--- src/rtl/licznik_mod_n_down_if.sv ---
// Bus bundle for the modulo-N down counter: control/load inputs plus the
// count, borrow and status outputs. CLK and RST stay outside as plain ports.
interface licznik_mod_n_down_if #(
    parameter int WIDTH = 2
);
    logic             CE;
    logic             LD;
    logic [WIDTH-1:0] D;
    logic [WIDTH-1:0] y;
    logic             TC;
    logic             ZERO;
    logic             LD_ERR;

    // Controller side: drives enable/load, observes count and flags.
    modport master (
        output CE,
        output LD,
        output D,
        input  y,
        input  TC,
        input  ZERO,
        input  LD_ERR
    );

    // Counter side.
    modport slave (
        input  CE,
        input  LD,
        input  D,
        output y,
        output TC,
        output ZERO,
        output LD_ERR
    );
endinterface

--- src/rtl/licznik_mod_n_down.sv ---
// Synchronous modulo-N down counter with parallel load, sticky load-range
// error flag and a combinational terminal-count (borrow) output for
// cascading into multi-digit countdown chains.
module licznik_mod_n_down #(
    parameter int N     = 4,
    parameter int WIDTH = $clog2(N)
) (
    input  logic                 CLK,
    input  logic                 RST,
    licznik_mod_n_down_if.slave  bus
);

    // Reject moduli and widths that cannot describe a valid counter.
    if (N < 2) begin : g_bad_n
        $error("licznik_mod_n_down: N must be >= 2");
    end
    if (WIDTH < $clog2(N)) begin : g_bad_width
        $error("licznik_mod_n_down: WIDTH too small to hold N-1");
    end

    // Wrap/reset value, and N extended by one bit so the out-of-range load
    // test stays meaningful even when N is a power of two.
    localparam logic [WIDTH-1:0] Y_MAX = WIDTH'(N - 1);
    localparam logic [WIDTH:0]   N_EXT = (WIDTH + 1)'(N);
    localparam logic [WIDTH-1:0] ONE   = WIDTH'(1);

    logic [WIDTH-1:0] y_q, y_d;
    logic             ld_err_q, ld_err_d;
    logic             at_zero;
    logic             d_out_of_range;

    assign at_zero        = (y_q == '0);
    assign d_out_of_range = ({1'b0, bus.D} >= N_EXT);

    // Next-state: load beats count; count wraps from 0 to N-1; else hold.
    always_comb begin
        y_d      = y_q;
        ld_err_d = ld_err_q;
        if (bus.LD) begin
            if (d_out_of_range) begin
                y_d      = Y_MAX;
                ld_err_d = 1'b1;
            end else begin
                y_d = bus.D;
            end
        end else if (bus.CE) begin
            if (at_zero) begin
                y_d = Y_MAX;
            end else begin
                y_d = y_q - ONE;
            end
        end
    end

    // State registers with synchronous active-low reset to N-1 / no error.
    always_ff @(posedge CLK) begin
        if (!RST) begin
            y_q      <= Y_MAX;
            ld_err_q <= 1'b0;
        end else begin
            y_q      <= y_d;
            ld_err_q <= ld_err_d;
        end
    end

    // Borrow is suppressed during a load so a cascaded stage never
    // decrements on the same edge that this stage is overwritten.
    assign bus.y      = y_q;
    assign bus.ZERO   = at_zero;
    assign bus.TC     = bus.CE & at_zero & ~bus.LD;
    assign bus.LD_ERR = ld_err_q;

endmodule

--- src/flat_wrapper.sv ---
// flat-port wrapper written by rule: the top's interface ports become plain ports
module licznik_mod_n_down_flat 
#(
    parameter int N     = 4,
    parameter int WIDTH = $clog2(N)
)
  (CLK, RST, bus_CE, bus_LD, bus_D, bus_y, bus_TC, bus_ZERO, bus_LD_ERR);
  licznik_mod_n_down_if #(.WIDTH(WIDTH)) bus_i ();
  input  logic CLK;
  input  logic RST;
  input wire logic [$bits(bus_i.CE)-1:0] bus_CE;
  input wire logic [$bits(bus_i.LD)-1:0] bus_LD;
  input wire logic [$bits(bus_i.D)-1:0] bus_D;
  output wire logic [$bits(bus_i.y)-1:0] bus_y;
  output wire logic [$bits(bus_i.TC)-1:0] bus_TC;
  output wire logic [$bits(bus_i.ZERO)-1:0] bus_ZERO;
  output wire logic [$bits(bus_i.LD_ERR)-1:0] bus_LD_ERR;
  assign bus_i.CE = bus_CE;
  assign bus_i.LD = bus_LD;
  assign bus_i.D = bus_D;
  assign bus_y = bus_i.y;
  assign bus_TC = bus_i.TC;
  assign bus_ZERO = bus_i.ZERO;
  assign bus_LD_ERR = bus_i.LD_ERR;
  licznik_mod_n_down #(.N(N), .WIDTH(WIDTH)) u_core (.CLK(CLK), .RST(RST), .bus(bus_i));
endmodule
--- config.mk ---
export PLATFORM = sky130hd
export DESIGN_NAME = licznik_mod_n_down_flat
export DESIGN_NICKNAME = d
export VERILOG_FILES = /design/src/rtl/licznik_mod_n_down_if.sv /design/src/rtl/licznik_mod_n_down.sv /design/src/flat_wrapper.sv
export SDC_FILE = /design/constraint.sdc
export NUM_CORES = 1
export LEC_CHECK = 0
export CAP_MARGIN = 5
export CORE_AREA = 5 5 42 44
export DETAILED_ROUTE_END_ITERATION = 10
export DIE_AREA = 0 0 47 49
export PLACE_DENSITY_LB_ADDON = 0.05
export SLEW_MARGIN = 25
export SYNTH_ARGS = -nofsm -noshare
export SYNTH_HDL_FRONTEND = slang
export SYNTH_SLANG_ARGS = --single-unit
--- constraint.sdc ---
create_clock -name CLK -period 1.5 [get_ports CLK]
set_input_delay 0.3 -clock CLK [delete_from_list [all_inputs] [get_ports CLK]]
set_output_delay 0.3 -clock CLK [all_outputs]
set_load 0.05 [all_outputs]
# After elaboration in Yosys (flattened, before gate mapping)
# Cells that the tools add are included.
[totals]
ff_bits = 2
elab_cells = 10
[op_classes]
n_addsub = 1
muxes = 3
bitwise = 3
n_reduce_logical = 2
[op_table]
columns = ["cell", "n"]
rows = [
  ["two-way mux 2 bit", 3],
  ["AND 1 bit", 2],
  ["logical NOT 2 bit", 1],
  ["nonzero test 2 bit", 1],
  ["subtractor 2 x 1 -> 2 bit (second input constant)", 1],
  ["inverter 1 bit", 1],
]

# Logic depth before layout (Yosys ltp)
[depth]
depth_word = 4
depth_mapped = 4
mapped_depth_nobuf = 4

# Worst setup path after synthesis
# Ideal clock, no wire load.
[synth_path]
path_kind = "reg-to-output"
start = "reg u_core.y_q[0] (netlist: u_core.bus.y[0])"
end = "out bus_TC"
arrival_time_ps = 1832
required_ps = 1200
slack_ps = -632
path_stages_with_launch = 5
cell_sequence = "dfxtp_1 -> inv_1 -> ha_1 -> nand2_1 -> nor2_1"
[synth_via]
elab_chain_len = 3
[synth_lines]
columns = ["item", "line_no", "text"]
rows = [
  ["start, declared", "licznik_mod_n_down.sv:27", "logic [WIDTH-1:0] y_q, y_d;"],
  ["start signal, assigned", "licznik_mod_n_down.sv:61", "y_q <= y_d;"],
  ["logical NOT 2 bit", "licznik_mod_n_down.sv:32", "assign at_zero = (y_q == '0);"],
  ["net bus_ZERO", "flat_wrapper.sv:16", "output wire logic [$bits(bus_i.ZERO)-1:0] bus_ZERO;"],
  ["AND 1 bit (2 in series)", "licznik_mod_n_down.sv:70", "assign bus.TC = bus.CE & at_zero & ~bus.LD;"],
  ["end, declared", "flat_wrapper.sv:15", "output wire logic [$bits(bus_i.TC)-1:0] bus_TC;"],
]
# The timed path passes the listed nets, and every way through them passes these cells.

# Worst setup path after layout
[layout_path]
start = "reg u_core.y_q[1] (netlist: u_core.bus.y[1])"
end = "out bus_TC"
[layout_via]
elab_chain_len = 3
[layout_lines]
columns = ["item", "line_no"]
rows = [
  ["logical NOT 2 bit", "licznik_mod_n_down.sv:32"],
  ["AND 1 bit (2 in series)", "licznik_mod_n_down.sv:70"],
]
# Every way passes these cells.

==> results.cfg <==
[run_status]
status = finished, final reports clean

[worst_setup_path]
cp.required_ns = 1.20
start_kind = flip-flop
r2r_start = u_core.bus.y[0]
worstSetupEndpointType = output port
worst_path_largest_cell_delay_ns = 0.36
cpLargestDelayFamily = flip-flops
path_cells = inv_1 > ha_4 > nand2_1 > nor2_4 > buf_12
crit_type = reg -> out
worstPathArrival_ns = 1.13
cp_max_fo = 3
crit_buf_inv = 2
critPathSlowestCell = dfxtp_2
startpoint = u_core.bus.y[1]

[timing]
finalSetupTns_ns = 0
rsz0062_at_grt = no
slew_violations = 0
finalClockSkew_ns = 0.002952
finalCritPeriodShare_pct = 95.46
hold_viol = 0
max_freq_mhz = 698.4
min_period_ns = 1.432
whs_ns = 0.6158
finalSetupViolations = 0

[routing]
drc = 0
wl_um = 439
post_drt_wl_per_cell_um = 9.543
drt_first_pass_iters = 1
vias_per_cell = 3.304
postRouteAntennaNets = 0
drtIter0Drc = 0
num_vias = 152

[power]
p_leak_nw = 0.1442
sw_frac_of_total_pct = 30.04
pwr-share-clk_pct = 42.3
vdd_ir_drop_max_uv = 176.0
p_comb_share_pct = 34.0
seq_power_share_pct = 23.6
p_sw_uw = 84.50
internal_power_uw = 196.8
pwr_density_cell_mw_per_mm2 = 814.6

[floorplan]
pin_count = 11
die_x_um = 47
die_height_um = 49
core.rowCount = 14
initial_core_util_pct = 10.18
dieArea_mm2 = 0.002303
coreArea_mm2 = 0.001401

[clocking]
cts_sinks = 2
clk_pin_slew_ns = 0.03
cts_tree = built
clock_latency_ns = 0.22
clock_path_buffers = 2
post-cts-setup-buffers = 0
cts_buffers = 3
clock-root-buffer = clkbuf_4
htreeDepth = 1

[synthesis]
synth_flop_cell = dfxtp_1
postSynth.asyncResetShare_pct = 0
synthDominantCellAreaShare_pct = 28.07
synth_cell_type_count = 10
synth_common_cells = 3 x nand2_1, 3 x nor2_1, 2 x dfxtp_1, 2 x inv_1, 2 x o311ai_2
synth_seq_cells = 2
netlist_area_um2 = 142.6
synth_enable_flop_cells = 0
ys_top_cells_by_area = dfxtp_1 28%, o311ai_2 23%, ha_1 8.8%
ys_warn_count = 0
synth_nets = 24
yosysSeqAreaShare_pct = 28.07
synth.avg_cell_area_um2 = 8.390
netlist_instances = 17
yosysTopAreaCell = dfxtp_1

[grt]
overflow = 0
grt_use_total_pct = 4.842
antenna_found_initial = 0
grt_max_degree = 5
grt_pass1_wl_um = 738
grt_pass1_vias = 175

[cells_and_area]
nets = 39
largest_reg_flops = 2
drive_above_1_share_pct = 56.67
insertedDiodeCount = 0
design_area_um2 = 345.3
areaGrowthSynthToFinish_pct = 142.1

[min_path]
min_from = u_core.bus.y[1]
hp-class = reg -> reg

[place]
place_area_um2 = 322.8
placement.io_buffers = 9
gp_congestion = 0.5590

[job]
maxCapViolations = 0
[placed cells by master (no fill, tap or decap), drive strengths merged]
cell type | synthesis | final
and2 | 1 | 1
and3b | 1 | 1
buf | 1 | 6
clkbuf | 0 | 3
clkdlybuf4s50 | 0 | 5
conb | 1 | 1
dfxtp | 2 | 2
ha | 1 | 1
inv | 2 | 2
nand2 | 3 | 3
nor2 | 3 | 3
o311ai | 2 | 2
[power by group through the flow]
| stage | registers (mW) | clock network [mW] | logic (mW) |
|---|---|---|---|
| floorplan | 0.0780 | 0 | 0.0354 |
| global placement | 0.0663 | 0 | 0.0973 |
| detailed placement | 0.0665 | 0 | 0.0972 |
| CTS | 0.0666 | 0.129 | 0.0981 |
| global route | 0.0676 | 0.136 | 0.103 |
| finish | 0.0665 | 0.119 | 0.0958 |
[metrics by stage]
stage / power (mW) / setup WS [ns] / cells / util [%]
after floorplan: 0.1134 / 0.03002 / 17 / -
after global placement: 0.1636 / 0.07312 / 43 / 23.04
after detailed placement: 0.1637 / 0.06527 / 43 / 23.04
after CTS: 0.2936 / 0.02580 / 46 / 24.64
after global routing: 0.3068 / 0.001851 / 46 / 24.64
final: 0.2813 / 0.06808 / 46 / 24.64
[logic make-up after synthesis]
kind of cell               count (synthesis)  share of synthesized area [%]
and+or+nand+nor                            8                          27.19
buffers and inverters                      3                          10.53
AOI/OAI and AO/OA                          2                          22.81
adders and majority gates                  1                          8.771
DFF                                        2                          28.07
other                                      1                          2.629
[path summary, 6_finish.rpt]
check | end | slack [ns] | cells after the start
setup / recovery | bus_TC | 0.07 | 5
hold / removal | u_core.bus.y[1] | 0.62 | 2
setup reg to reg | u_core.bus.y[1] | 0.36 | 4
hold reg to reg | u_core.bus.y[1] | 0.62 | 2
[metal layers]
metal  track usage [%]  share of wire (%)
met1             5.870                 41
met2             6.109                 51
met3                 0                7.5
met4             6.912                  0
met5                 0                  0
[timing repair]
item	4_1_cts	5_1_grt
gates resized for setup	1	0
hold buffers	0	0
endpoints found under the setup margin	1	1
pin swaps	0	1
[worst min-delay path, stage by stage, from the launching register on]
cell and delay, ns:
dfxtp_2 0.33, nor2_1 0.13, o311ai_2 0.10
[area by class of cell]
cell class | count | area [µm²]
Multi-Input combinational cell | 12 | 107.6
Timing Repair Buffer | 11 | 145.1
Inverter | 2 | 7.507
Tap cell | 16 | 20.02
Fill cell | 161 | 1056
Clock buffer | 3 | 22.52
Sequential cell | 2 | 42.54
Note: power is estimated with default switching activity, not from simulation.
